<file path="src/rtl/quidditch_pkg.sv">
// Shared types for the quidditch match logic.
//   phase_e : FSM state codes, also exported to the score display.
//   WIN_*   : winner encoding presented on match_controller.winner.
package quidditch_pkg;

  localparam int unsigned PHASE_W  = 3;
  localparam int unsigned WINNER_W = 2;

  typedef enum logic [PHASE_W-1:0] {
    IDLE       = 3'd0,
    SERVE_WAIT = 3'd1,
    PLAYING    = 3'd2,
    GOAL_PAUSE = 3'd3,
    OVER       = 3'd4
  } phase_e;

  localparam logic [WINNER_W-1:0] WIN_NONE = 2'b00;
  localparam logic [WINNER_W-1:0] WIN_BLUE = 2'b01;
  localparam logic [WINNER_W-1:0] WIN_RED  = 2'b10;
  localparam logic [WINNER_W-1:0] WIN_DRAW = 2'b11;

endpackage

</file>
<file path="src/rtl/toggle_edge_detect.sv">
// Turns a toggle-encoded event line into a one-cycle event flag.
//   clk, rst_n : clock, asynchronous active-low reset
//   tog_in     : toggle input, every level change is one event
//   edge_out   : combinational, high while tog_in differs from its last sampled level
module toggle_edge_detect (
  input  logic clk,
  input  logic rst_n,
  input  logic tog_in,
  output logic edge_out
);

  logic prev;

  // Sampled unconditionally so events outside play are absorbed rather than queued.
  always_ff @(posedge clk or negedge rst_n) begin
    if (!rst_n) begin
      prev <= 1'b0;
    end else begin
      prev <= tog_in;
    end
  end

  assign edge_out = tog_in ^ prev;

endmodule

</file>
<file path="src/rtl/match_controller.sv">
// Match referee: counts goals from the ball controller's toggle outputs,
// sequences serve pauses and decides the winner.
//   clk, rst_n           : clock, asynchronous active-low reset
//   start                : one-cycle start/restart pulse (honoured in IDLE/OVER only)
//   blue/red_score_up    : goal toggles from the ball controller
//   game_initiated       : one-cycle ball release pulse
//   game_over            : high while the ball must stay dead at centre
//   blue/red_score       : current match scores (saturating)
//   winner               : WIN_NONE / WIN_BLUE / WIN_RED / WIN_DRAW
//   phase                : current FSM state code
module match_controller
  import quidditch_pkg::*;
#(
  parameter int unsigned WIN_SCORE   = 5,
  parameter int unsigned SERVE_DELAY = 50_000_000,
  parameter int unsigned SCORE_W     = 4
) (
  input  logic               clk,
  input  logic               rst_n,
  input  logic               start,
  input  logic               blue_score_up,
  input  logic               red_score_up,
  output logic               game_initiated,
  output logic               game_over,
  output logic [SCORE_W-1:0] blue_score,
  output logic [SCORE_W-1:0] red_score,
  output logic [1:0]         winner,
  output logic [2:0]         phase
);

  localparam int unsigned        TIMER_W    = $clog2(SERVE_DELAY + 1);
  localparam logic [TIMER_W-1:0] TIMER_LOAD = TIMER_W'(SERVE_DELAY - 1);
  localparam logic [SCORE_W-1:0] WIN_VAL    = SCORE_W'(WIN_SCORE);

  phase_e               state, state_next;
  logic [TIMER_W-1:0]   timer, timer_next;
  logic [SCORE_W-1:0]   blue_next, red_next;
  logic [1:0]           winner_next;
  logic                 over_next, init_next;

  logic                 blue_goal, red_goal;
  logic [SCORE_W-1:0]   blue_inc, red_inc;
  logic [SCORE_W-1:0]   blue_cand, red_cand;
  logic                 blue_win, red_win;

  // Goal event decoders
  toggle_edge_detect u_blue_edge (
    .clk      (clk),
    .rst_n    (rst_n),
    .tog_in   (blue_score_up),
    .edge_out (blue_goal)
  );

  toggle_edge_detect u_red_edge (
    .clk      (clk),
    .rst_n    (rst_n),
    .tog_in   (red_score_up),
    .edge_out (red_goal)
  );

  // Saturating increments and win detection on the would-be new scores
  assign blue_inc  = (blue_score == '1) ? blue_score : blue_score + SCORE_W'(1);
  assign red_inc   = (red_score  == '1) ? red_score  : red_score  + SCORE_W'(1);
  assign blue_cand = blue_goal ? blue_inc : blue_score;
  assign red_cand  = red_goal  ? red_inc  : red_score;
  assign blue_win  = blue_goal && (blue_cand >= WIN_VAL);
  assign red_win   = red_goal  && (red_cand  >= WIN_VAL);

  // State and output registers
  always_ff @(posedge clk or negedge rst_n) begin
    if (!rst_n) begin
      state          <= IDLE;
      timer          <= '0;
      blue_score     <= '0;
      red_score      <= '0;
      winner         <= WIN_NONE;
      game_over      <= 1'b1;
      game_initiated <= 1'b0;
    end else begin
      state          <= state_next;
      timer          <= timer_next;
      blue_score     <= blue_next;
      red_score      <= red_next;
      winner         <= winner_next;
      game_over      <= over_next;
      game_initiated <= init_next;
    end
  end

  // Next-state and next-output logic
  always_comb begin
    state_next  = state;
    timer_next  = timer;
    blue_next   = blue_score;
    red_next    = red_score;
    winner_next = winner;
    init_next   = 1'b0;

    case (state)
      IDLE, OVER: begin
        if (start) begin
          state_next  = SERVE_WAIT;
          timer_next  = TIMER_LOAD;
          blue_next   = '0;
          red_next    = '0;
          winner_next = WIN_NONE;
        end
      end

      // The release pulse is issued from the pause state itself; play begins
      // on the edge that ends it, so the pulse is exactly one cycle wide.
      SERVE_WAIT, GOAL_PAUSE: begin
        if (game_initiated) begin
          state_next = PLAYING;
        end else if (timer == '0) begin
          init_next = 1'b1;
        end else begin
          timer_next = timer - TIMER_W'(1);
        end
      end

      PLAYING: begin
        if (blue_goal || red_goal) begin
          blue_next = blue_cand;
          red_next  = red_cand;
          if (blue_win || red_win) begin
            state_next  = OVER;
            winner_next = (blue_win && red_win) ? WIN_DRAW :
                          blue_win              ? WIN_BLUE : WIN_RED;
          end else begin
            state_next = GOAL_PAUSE;
            timer_next = TIMER_LOAD;
          end
        end
      end

      default: begin
        state_next = IDLE;
        timer_next = '0;
      end
    endcase

    over_next = (state_next == IDLE) || (state_next == OVER);
  end

  assign phase = state;

endmodule

</file>
<file path="config.mk">
export PLATFORM = sky130hd
export DESIGN_NAME = match_controller
export DESIGN_NICKNAME = d
export VERILOG_FILES = /design/src/rtl/quidditch_pkg.sv /design/src/rtl/toggle_edge_detect.sv /design/src/rtl/match_controller.sv
export SDC_FILE = /design/constraint.sdc
export NUM_CORES = 1
export LEC_CHECK = 0
export ABC_AREA = 1
export BUFFER_PORTS_ARGS = -buffer_cell sky130_fd_sc_hd__clkbuf_2
export CAP_MARGIN = 20
export CORE_MARGIN = 2
export CORE_UTILIZATION = 46
export DETAILED_ROUTE_END_ITERATION = 6
export PLACE_DENSITY_LB_ADDON = 0.12
export SYNTH_ARGS = -nofsm -noshare
export SYNTH_HDL_FRONTEND = slang
export SYNTH_HIERARCHICAL = 1
export SYNTH_SLANG_ARGS = --single-unit
</file>
<file path="constraint.sdc">
create_clock -name clk -period 3.7 [get_ports clk]
set_input_delay 0.925 -clock clk [delete_from_list [all_inputs] [get_ports clk]]
set_output_delay 0.925 -clock clk [all_outputs]
set_load 0.02 [all_outputs]
</file>
* Word level (Yosys, flattened, before mapping)
Cells that the tools add are included.
Operators by class: bitwise operators 2, reduce and logical (&&, ||, !) cells 15, $add $sub $neg 3, multiplexer cells 29, magnitude comparators 2, equal/unequal tests 13
Operators with widths (number):
- 2-to-1 mux 26 bit | 5
- one-hot mux 26 bit (3 select lines) | 1
- 2-to-1 mux 4 bit | 7
- logical NOT 26 bit | 1
- subtractor 26 x 1 -> 26 bit, second input constant | 1
- one-hot mux 4 bit (2 select lines) | 2
- 2-to-1 mux 3 bit | 4
- != test 2 bit, second input constant | 6
- 2-to-1 mux 2 bit | 5
- one-hot mux 3 bit (3 select lines) | 1
- adder 4 x 1 -> 4 bit, second input constant | 2
- equality test 4 bit, second input constant | 2
- >= comparator 4 x 3 -> 1 bit, second input constant | 2
- equality test 3 x 2 -> 1 bit, second input constant | 2
- equality test 3 bit, second input constant | 2
- logical NOT 3 bit | 2
- AND reduction 5 bit | 1
- one-hot mux 2 bit (2 select lines) | 1
- AND reduction 4 bit | 1
- OR reduction 2 bit | 2
- equality test 3 x 1 -> 1 bit, second input constant | 1
- logical AND 1 bit | 3
- logical OR 1 bit | 3
- 2-to-1 mux 1 bit | 3
- other kinds (3) | 4
Word-level totals: register bits 43, output and inout port bits 15, input bits 5, logic and storage cells 73

* Longest topological paths before layout
Gate-level depths: netlist of run 1.
depth after elaboration 11, gate-level depth with buffers 17, gate-level depth less buffers 15

* Hierarchy
Netlist of run 1, hierarchy kept.
By module, submodules not included:
- match_controller | cells an instance 403, seq. area each 1027.2 um2, times used 1, area each 2864.0 um2
- toggle_edge_detect | cells an instance 6, seq. area each 25.0 um2, times used 2, area each 43.8 um2

* Worst setup path after synthesis of run 1
No wires, ideal clock.
kind input to register, start point in blue_score_up, end point reg timer[5], data required time 3.583 ns, setup slack 1.398 ns, cell stages on the path 16, arrival 2.185 ns, library setup time 0.117 ns, path buffers 2, path through inv_1 -> nand2_1 -> nand2_1 -> buf_6 -> nand2_2 -> nor3_4 -> nor2_1 -> a21oi_2 -> nand2_1 -> nand2_2 -> nand2_4 -> nand2_8 -> nand2_8 -> buf_12 -> nand2_2 -> nand2_1
On the way: cells in the longest elaborated chain, start to end 7, elaborated cells between the ends (all ways) 9, classes of those cells 1 x order compare; 2 x eq/ne; 1 x mux; 1 x bitwise; 4 x reduce/logical
RTL lines:
- start, declared | RTL line match_controller.sv:21 | input logic blue_score_up,
- XOR 1 bit * | RTL line toggle_edge_detect.sv:23 | assign edge_out = tog_in ^ prev;
- named net blue_goal | RTL line match_controller.sv:41 | logic blue_goal, red_goal;
- 2-to-1 mux 4 bit | RTL line match_controller.sv:64 | assign blue_cand = blue_goal ? blue_inc : blue_score;
- >= comparator 4 x 3 -> 1 bit | RTL line match_controller.sv:66 | assign blue_win = blue_goal && (blue_cand >= WIN_VAL);
- logical AND 1 bit | RTL line match_controller.sv:66
- logical OR 1 bit | RTL line match_controller.sv:126 | if (blue_win || red_win) begin
- != test 2 bit (no line)
- AND reduction 5 bit (no line) *
- end signal, assigned | RTL line match_controller.sv:81 | timer <= timer_next;
- end, declared | RTL line match_controller.sv:36 | logic [TIMER_W-1:0] timer, timer_next;
Mark *: on every way through the listed nets, which the timed path passes. The rest lies on a longest branch. A chain may end at the register's enable or synchronous reset.

* Final worst setup path of run 1
start point in blue_score_up, end point reg timer[15]
The elaborated chain is that of the path after synthesis.

==> flow_summary_export.csv, run 1 <==
group,metric,value,unit
timing,clock_skew,5.47,ps
global_route,grt_max_degree,29,
power_and_ir_drop,p_per_area,719,nW/um^2
synth,synth.largest_area_cell,"dfrtp_1",
synth,yosys.area_share.adder,1.27,%
worst_setup_path,worstPathArrival,2700,ps
route,wl_per_cell,12.7,um
synth,synth-edff-count,0,
timing,setup_tns,0,ps
hold_path,holdPathStages,2,
synth,yosysUniqueCellTypes,35,
placement,port_buffers,19,
timing,timing.final.crit_share,67.9,%
finish,syn2layout_area_growth,6.82,%
finish,final_common_cell,"nand2_1",
route,drtIter0Drc,112,
worst_setup_path,r2r-end,"timer[15]",
route,postRouteAntennaNets,0,
clocking,htree_levels,2,
floorplan,start_util,47.0,%
synth,synthSimpleGateAreaFrac,44.2,%
global_route,first_global_vias,2492,
global_route,grt_first_pass_wirelength,11500,um
route,wl_met1,3200,um
power_and_ir_drop,p_leak,1.63,nW
outcome,status,"finished, final reports clean",
clocking,cts_tree,"done",
hold_path,hp-start,"winner[1]",
finish,ff_latch_area,1080,sq um
hold_path,hp-class,"flop to flop",
global_route,track_usage,19.8,%
synth,synth_xor_area_share,4.15,%
route,maxUsedRoutingLayer,"met4",
route,met3_length,301,um
route,drtPass1Iterations,4,
route,vias,2602,
timing,hold_viol,0,
worst_setup_path,regToRegStartpoint,"timer[0]",
global_route,grt_overflow,0,
worst_setup_path,cp-end-kind,"flop",
floorplan,die_area,7070,sq um
synth,postSynth.asyncResetShare,100,%
synth,ys_top_cells_by_area,"dfrtp_1 (36%), nand2_1 (16%), nand3_1 (8.5%), nor2_1 (7.1%), nand2_2 (5.3%)",
synth,synth_flop_cell,"dfrtp_1",
synth,yosysWarnings,6,
synth,netlist_instances,415,
finish,fillCellCount,632,
worst_setup_path,path_class,"input pin to flop",
run,drv_cap,0,
synth,ys_ff_latch,43,
route,routed_wl,6500,um
placement,place_hpwl,4710,um
timing,fin_crit,2510,ps
timing,slew_headroom,55.4,%
clocking,clockBufferDepth,2,
finish,drive_gt1_share,18.4,%
route,post-route-drc-count,0,
floorplan,die_w,84.1,um
clocking,cts_hold_buf,0,
worst_setup_path,r2r_cells,10,
timing,fmaxAchievable,398,MHz
power_and_ir_drop,finalPower,0.00227,W
timing,slew_violations,0,
finish,final_nets,441,
worst_setup_path,crit_required,3890,ps
worst_setup_path,cp_max_fo,26,
route,wl_met2,2940,um
clocking,root_buffer,"clkbuf_8",
timing,rsz0062_at_grt,"false",
clocking,worstSkewPairLatency,300,ps
synth,ys_seq_area_share,36.5,%
worst_setup_path,r2r_slack,1540,ps
floorplan,fp.coreArea,6280,sq um
clocking,cts_buffers,5,
finish,antenna_cells,0,
synth,syn-num-nets,423,
global_route,antenna_found_initial,0,
timing,worst_slew_pin_slew,666,ps
power_and_ir_drop,ir_drop,0.000420,V
clocking,post_cts_buffers,0,
synth,synth_top_area_share,35.6,%
synth,syn_avg_cell_area,7.11,sq um
clocking,ctsResizeCount,0,
synth,synth-compound-area-share,6.15,%
worst_setup_path,start_kind,"input pin",
clocking,path_clk_slew,90,ps
route,via_per_inst,5.09,
synth,syn_area,2950,sq um
synth,synthMuxAreaShare,0,%
hold_path,whs_endpoint,"winner[1]",
finish,most-common-layout-cells,"nand2_1 (125), nor2_1 (56), nand3_1 (50), dfrtp_1 (42), inv_1 (29)",
floorplan,ios,20,
floorplan,die_h,84.1,um
timing,hold_ws,483,ps
timing,setup_violations,0,
floorplan,fp-row-count,29,
synth,synth_top_family_by_area,"simple AND/OR/NAND/NOR gates",
finish,multiInputGateArea,1650,sq um
placement,gp_congestion,0.838,
clocking,cts_sinks,43,
-- flip-flops by register name, indices dropped and copies added (netlist names) --
name              flops
game_over             1
u_red_edge/prev       1
blue_score            4
u_blue_edge/prev      1
game_initiated        1
timer                26
winner                2
red_score             4
phase                 3
-- worst max-delay path: stages --
cell      delay [ps]
clkbuf_2         100
inv_1             50
nand2_1           40
nand2_1          260
nor2_1           110
nand2_1           80
nand2_1           90
inv_2             70
nand2_2           60
a21oi_4          470
nand2_8          260
nand2_2          120
nand2_1           50
-- per-layer routing --
metal / GRT usage, % / up-vias
li1: - / 1362
met1: 28.3 / 1173
met2: 31.0 / 61
met3: 3.56 / 6
met4: 5.57 / 0
met5: 0 / -
-- kinds of logic (layout without fill, tap and decap cells) --
kind of cell | Yosys count | count (layout)
and+or+nand+nor | 281 | 281
DFF | 43 | 43
AOI/OAI and AO/OA | 29 | 29
buffers and inverters | 45 | 64
xor gates and xnor gates | 14 | 14
adders and majority gates | 3 | 3
-- worst max path at each step --
stage	startpoint	to	slack, ps	cells past startpoint
6_report	blue_score_up	timer[15]	1190	13
5_1_grt	blue_score_up	timer[1]	1010	15
4_1_cts	blue_score_up	timer[15]	1200	13
3_5_place_dp	blue_score_up	timer[2]	880	13
3_3_place_gp	blue_score_up	timer[1]	910	13
2_1_floorplan	blue_score_up	timer[5]	1400	16
-- layout make-up --
| cell class | instances | share of cell area, % |
|---|---|---|
| Inverter | 33 | 3.93 |
| Sequential cell | 43 | 34.2 |
| Timing Repair Buffer | 23 | 3.97 |
| Clock inverter | 2 | 0.397 |
| Multi-Input combinational cell | 327 | 52.2 |
| Clock buffer | 6 | 2.30 |
| Tap cell | 77 | 3.06 |
-- where the power goes --
group | internal [W] | total (W) | switching [W]
logic | 0.000419 | 0.00113 | 0.000706
registers | 0.000636 | 0.000842 | 0.000205
clock network | 0.000132 | 0.000300 | 0.000168
total | 0.00119 | 0.00227 | 0.00108
-- synthesized netlist by cell type (3+ instances only) --
master    instances
a21oi_1           4
dfrtp_1          42
inv_2             4
nand4_1           5
inv_1            29
nand3_1          50
ha_1              3
xnor2_1           5
nor2_1           56
nand2_2          25
nand2_1         125
xor2_1            9
nor2_2            6
buf_4             5
o22ai_1           6
clkbuf_1          3
nand3_2           3
o21ai_0          11
-- stage by stage --
stage | instances | utilization [%] | setup slack [ps] | cell area [sq um]
final | 511 | 50.2 | 1190 | 3150
after CTS | 511 | 50.2 | 1200 | 3150
after global routing | 511 | 50.2 | 1010 | 3150
after global placement | 503 | 48.9 | 913 | 3070
after detailed placement | 503 | 48.9 | 881 | 3070
after floorplan | 415 | - | 1400 | 2950
Power figures use the tool's default switching activity.
==> inputs of run 2 (changes only) <==
==> constraint.sdc (replaced) <==
create_clock -name clk -period 2.5 [get_ports clk]
set_input_delay 0.625 -clock clk [delete_from_list [all_inputs] [get_ports clk]]
set_output_delay 0.625 -clock clk [all_outputs]
set_load 0.02 [all_outputs]
==> run 2 against run 1 <==
  * Critical path depth rose by 2
  * Final cell count grew 0.78%
  * Global-route usage increased by 0.83 points
  * First-iteration DRC count grew 45%
  * Clock power rose by 59%
  * Utilization grew 0.70 points
  * Wire length is 0.48% higher
  * Register-to-register slack worse by 1100 ps
  * Final area is 1.4% higher
  * Combinational power grew 50%
  * Sequential share of layout area is 0.47 points lower
  * Highest routed layer unchanged
==> flow_summary_export.csv, run 2 (synthesis results as in run 1) <==
group,metric,value,unit
outcome,status,"finished, final reports clean",
floorplan,die_area,7070,sq um
route,wl_per_cell,12.7,um
clocking,path_clk_slew,90,ps
timing,hold_viol,0,
route,drtIter0Drc,162,
clocking,cts_hold_buf,0,
clocking,cts_tree,"done",
timing,worst_slew_pin_slew,435,ps
power_and_ir_drop,p_leak,1.66,nW
global_route,grt_max_degree,27,
power_and_ir_drop,p_sw,0.00161,W
timing,setup_violations,0,
worst_setup_path,start_kind,"input pin",
finish,antenna_cells,0,
finish,fin_area,3200,sq um
worst_setup_path,cp_max_fo,26,
clocking,cts_sinks,43,
worst_setup_path,cp-end-kind,"flop",
floorplan,die_h,84.1,um
worst_setup_path,regToRegStartpoint,"u_blue_edge/prev",
route,post-route-drc-count,0,
worst_setup_path,path_class,"input pin to flop",
clocking,post_cts_buffers,0,
clocking,cts_buffers,5,
finish,largestRegisters,"timer x26, blue_score x4, red_score x4",
finish,largest_register_ffs,26,
power_and_ir_drop,seqPwrFrac,36.4,%
timing,fin_crit,2100,ps
worst_setup_path,worstPathArrival,2290,ps
global_route,track_usage,20.6,%
finish,most-common-layout-cells,"nand2_1 (125), nor2_1 (56), nand3_1 (50), dfrtp_1 (42), inv_1 (29)",
power_and_ir_drop,p_int,0.00180,W
placement,gp_congestion,0.858,
route,postRouteAntennaNets,0,
route,routed_wl,6530,um
power_and_ir_drop,power.share.clock,14.0,%
clocking,root_buffer,"clkbuf_8",
timing,slew_headroom,70.8,%
timing,slew_violations,0,
global_route,first_global_vias,2515,
worst_setup_path,crit_required,2690,ps
route,vias,2589,
floorplan,fp.coreArea,6280,sq um
timing,setup_tns,0,ps
hold_path,hp-class,"input pin to asynchronous set/reset pin",
global_route,antenna_found_initial,0,
route,via_per_inst,5.03,
placement,place_hpwl,4890,um
timing,rsz0062_at_grt,"false",
power_and_ir_drop,p_per_area,1070,nW/um^2
floorplan,die_w,84.1,um
global_route,grt_first_pass_wirelength,11800,um
power_and_ir_drop,ir_drop,0.000556,V
floorplan,fp-row-count,29,
route,drtPass1Iterations,4,
global_route,grt_overflow,0,
timing,clock_skew,7.64,ps
run,drv_cap,0,
placement,port_buffers,19,
finish,final_nets,445,
floorplan,ios,20,
finish,fillCellCount,627,
finish,top_register,"timer",
floorplan,start_util,47.0,%
clocking,clockBufferDepth,2,
clocking,htree_levels,2,
finish,drive_gt1_share,19.4,%
timing,fmaxAchievable,475,MHz
power_and_ir_drop,combPwrFrac,49.6,%
power_and_ir_drop,switching_share,47.2,%
clocking,worstSkewPairLatency,300,ps
finish,syn2layout_area_growth,8.31,%
worst_setup_path,startpoint,"blue_score_up",
timing,timing.final.crit_share,84.2,%
placement,post_dp_cell_area,3100,sq um
clocking,ctsResizeCount,0,
finish,final_common_cell,"nand2_1",
-- run 2: final timing paths --
path	end	slack [ps]	cells after the start
setup reg to reg	timer[17]	450	14
min in group clk	u_red_edge/prev	460	1
hold / removal	timer[25]	200	1
hold reg to reg	winner[0]	480	2
setup / recovery	timer[17]	400	15
max in group asynchronous	game_over	1690	2
-- run 2: area by class of cell --
class | count | area, sq um | share of cell area, %
clock buffers | 6 | 82.6 | 2.58
well taps | 77 | 96.3 | 3.01
inverters | 33 | 124 | 3.87
multi-input cells | 327 | 1650 | 51.5
flip-flops and latches | 43 | 1080 | 33.7
repair buffers | 27 | 155 | 4.85
clock inverters | 2 | 16.3 | 0.509
-- run 2: worst max-delay path, cell delays in order --
cell and delay [ps]:
clkbuf_2 100, inv_1 50, nand2_1 40, nand2_1 260
nand2_2 100, nor3_4 150, nor2_1 70, a21oi_2 120
nand2_1 100, nand2_2 110, nand2_4 80, nand2_8 130
nand2_8 180, nand2_2 100, nand2_1 50
-- run 2: per-stage QoR --
| step | setup slack (ps) | utilization (%) | hold WS, ps | power [W] | cells |
|---|---|---|---|---|---|
| CTS | 394 | 50.9 | 200 | 0.00344 | 515 |
| finish | 396 | 50.9 | 199 | 0.00341 | 515 |
| global route | 153 | 50.9 | 206 | 0.00378 | 515 |
| detailed placement | 69.7 | 49.4 | 461 | 0.00295 | 507 |
| global placement | 105 | 49.4 | 460 | 0.00291 | 507 |
| floorplan | 498 | - | 329 | 0.00256 | 415 |
-- run 2: power groups by stage --
stage	Clock [W]	Combinational, W	Sequential [W]
final	0.000478	0.00169	0.00124
after global routing	0.000528	0.00196	0.00129
after CTS	0.000496	0.00170	0.00124
after detailed placement	0	0.00170	0.00125
after global placement	0	0.00166	0.00125
after floorplan	0	0.00131	0.00125
-- run 2: layer usage --
| layer | routed length [um] | track usage, % |
|---|---|---|
| met2 | 2900 | 32.8 |
| met1 | 3370 | 29.4 |
| met5 | 0 | 0 |
| met3 | 190 | 3.46 |
| met4 | 73 | 5.43 |
==> inputs of run 3 (changes only) <==
--- a/config.mk
+++ b/config.mk
@@ -5,7 +5,7 @@
 export SDC_FILE = /design/constraint.sdc
 export NUM_CORES = 1
 export LEC_CHECK = 0
-export ABC_AREA = 1
+export ABC_AREA = 0
 export BUFFER_PORTS_ARGS = -buffer_cell sky130_fd_sc_hd__clkbuf_2
 export CAP_MARGIN = 20
 export CORE_MARGIN = 2
==> constraint.sdc (replaced) <==
create_clock -name clk -period 2.12 [get_ports clk]
set_input_delay 0.53 -clock clk [delete_from_list [all_inputs] [get_ports clk]]
set_output_delay 0.53 -clock clk [all_outputs]
set_load 0.02 [all_outputs]
==> run 3 against run 2 <==
  * The run now ends with negative setup slack left
  * Sequential cell count did not move
  * Clock-buffer cell count increased by 1
  * Clock skew up 4.9 ps
  * Sequential share of layout area shrank 7.0 points
  * Non-clock buffer count up 96
  * Final area up 27%
  * Critical path type is now flop to flop
  * Largest cell class unchanged
  * Largest power group unchanged
  * Wire length rose by 37%
  * Combinational power down 2%
  * Worst hold slack worse by 140 ps
  * Die area is 10% lower
  * Highest routed layer unchanged
  * Utilization is 23 points higher
==> flow_summary_export.csv, run 3 <==
group,metric,value,unit
outcome,status,"finished, violations left",
outcome,violations,"negative setup slack",
synth,yosysMostFrequentCell,"dfrtp_1",
clocking,worstSkewPairLatency,310,ps
global_route,antenna_found_initial,0,
placement,dp.cells,470,
synth,syn_area,2630,sq um
hold_path,hp-class,"input pin to asynchronous set/reset pin",
worst_setup_path,start_kind,"flop",
timing,hold_ws,59.7,ps
worst_setup_path,critPathBufInv,1,
route,via_per_inst,6.19,
worst_setup_path,cp_max_fo,6,
timing,fmaxAchievable,422,MHz
synth,ys_top_cells_by_count,"dfrtp_1 (42), nor2_1 (25), nand2_1 (23)",
clocking,path_clk_slew,90,ps
floorplan,die_w,79.6,um
finish,antenna_cells,0,
clocking,cts_sinks,43,
timing,slew_violations,0,
route,drtPass1Iterations,7,
finish,final_common_cell,"buf_4",
finish,fin_cells,493,
global_route,track_usage,28.1,%
finish,final_nets,428,
placement,place_hpwl,5890,um
floorplan,die_area,6340,sq um
global_route,first_global_vias,2754,
floorplan,start_util,47.8,%
clocking,cts_tree,"done",
global_route,met1_usage,39.4,%
synth,synth-edff-count,0,
placement,gp_congestion,0.951,
placement,pre_cts_ws,-303,ps
worst_setup_path,startpoint,"timer[1]",
synth,ys_seq_area_share,40.9,%
clocking,htree_levels,2,
finish,top_register,"timer",
synth,synth.largest_area_cell,"dfrtp_1",
synth,netlist_instances,302,
route,postRouteAntennaNets,0,
finish,syn2layout_area_growth,54.0,%
worst_setup_path,slowest_delay,590,ps
route,vias,3054,
timing,setup_violations,26,
clocking,clockBufferDepth,2,
finish,largestRegisters,"timer x26, blue_score x4, red_score x4",
finish,fin_area,4050,sq um
worst_setup_path,path_class,"flop to flop",
route,post-route-drc-count,0,
placement,port_buffers,19,
synth,yosysWarnings,6,
route,drtIter0Drc,300,
finish,largest_register_ffs,26,
synth,synth_flop_cell,"dfrtp_1",
synth,syn-num-nets,310,
worst_setup_path,cp-end-kind,"flop",
synth,synth_top_area_share,39.9,%
worst_setup_path,regToRegStartpoint,"timer[1]",
floorplan,fp-row-count,27,
worst_setup_path,critPathTopFamily,"simple AND/OR/NAND/NOR gates",
synth,ys_ff_latch,43,
power_and_ir_drop,p_per_area,860,nW/um^2
route,wl_per_cell,18.2,um
power_and_ir_drop,finalPower,0.00349,W
worst_setup_path,crit_chain,"inv_2 > ha_4 > nor3b_4 > nand4b_1 > or4_4 > o21a_4 > and3_4 > a221o_1",
global_route,grt_overflow,0,
clocking,cts_hold_buf,0,
timing,clock_skew,12.5,ps
timing,slew_headroom,64.1,%
global_route,use_met3,5.54,%
run,drv_cap,0,
synth,postSynth.asyncResetShare,100,%
finish,most-common-layout-cells,"buf_4 (94), dfrtp_1 (38), nand2_1 (22), nor2_1 (22), clkbuf_2 (19)",
timing,setup_ws,-247,ps
placement,post_dp_cell_area,3500,sq um
floorplan,fp.coreArea,5510,sq um
finish,drive_gt1_share,47.7,%
clocking,cts_buffers,5,
route,routed_wl,8970,um
global_route,grtUsageMet2,44.1,%
global_route,grt_max_degree,25,
timing,worst_slew_pin_slew,534,ps
floorplan,ios,20,
timing,timing.final.crit_share,112,%
synth,ys_top_cells_by_area,"dfrtp_1 (40%), a21oi_1 (4.2%), nor2_1 (3.6%), nand3_1 (3.4%), nand2_1 (3.3%)",
synth,yosysUniqueCellTypes,57,
global_route,grt_first_pass_wirelength,13600,um
worst_setup_path,worstPathArrival,2560,ps
power_and_ir_drop,p_leak,1.77,nW
timing,hold_viol,0,
global_route,grt.busiest_layer,"met2",
worst_setup_path,cp_slowest_cell,"or4_4",
power_and_ir_drop,ir_drop,0.000603,V
timing,fin_crit,2370,ps
timing,rsz0062_at_grt,"true",
synth,syn_avg_cell_area,8.71,sq um
clocking,root_buffer,"clkbuf_8",
worst_setup_path,crit_required,2320,ps
floorplan,die_h,79.6,um
## run 3: metal layers
metal	share of wire (%)	wire, um
met1	44	3950
met2	46	4170
met3	6.6	596
met4	2.8	253
met5	0	0
## run 3: power by group
group / internal [W] / switching, W / leakage (nW)
sequential: 0.00103 / 0.000186 / 0.495
combinational: 0.000815 / 0.000840 / 1.22
clock: 0.000297 / 0.000315 / 0.0505
## run 3: worst paths after layout
check / slack, ps / end / cells past startpoint
min in group clk: 350 / u_blue_edge/prev / 1
worst min-delay path: 60 / blue_score[2] / 1
worst max-delay path: -250 / timer[4] / 8
max in group asynchronous: 1510 / red_score[0] / 2
worst min register to register: 540 / winner[0] / 2
worst max register to register: -250 / timer[4] / 8
## run 3: layout make-up
class / instances / area, sq um
clock buffer: 7 / 96.3
clock inverter: 1 / 7.51
fill: 404 / 1460
multi-input combinational: 235 / 1790
timing repair buffer: 123 / 940
inverter: 12 / 45.0
sequential: 43 / 1080
tap: 72 / 90.1
## run 3: kinds of logic (layout without fill, tap and decap cells)
logic type | Yosys count | after routing | share of synthesized area, %
multiplexers | 3 | 3 | 1.14
flip-flops | 43 | 43 | 40.9
buffers and inverters | 25 | 143 | 3.99
AO/OA/AOI/OAI | 105 | 106 | 27.5
XOR/XNOR | 4 | 4 | 1.33
AND/OR/NAND/NOR | 119 | 119 | 23.6
adder cells (fa/ha/maj) | 3 | 3 | 1.43
## run 3: timing repair
item                                    4_1_cts  5_1_grt
endpoints found under the setup margin       27       29
gates resized for setup                      34       35
gates cloned                                  1        0
pin swaps                                    18       16
setup buffers                                 8        6
## run 3: per-stage QoR
| step | utilization [%] | setup TNS, ps |
|---|---|---|
| finish | 73.6 | -3690 |
| detailed placement | 63.6 | -4170 |
| floorplan | - | -1390 |
| global route | 73.6 | -6160 |
| CTS | 69.7 | -1110 |
| global placement | 63.6 | -3430 |
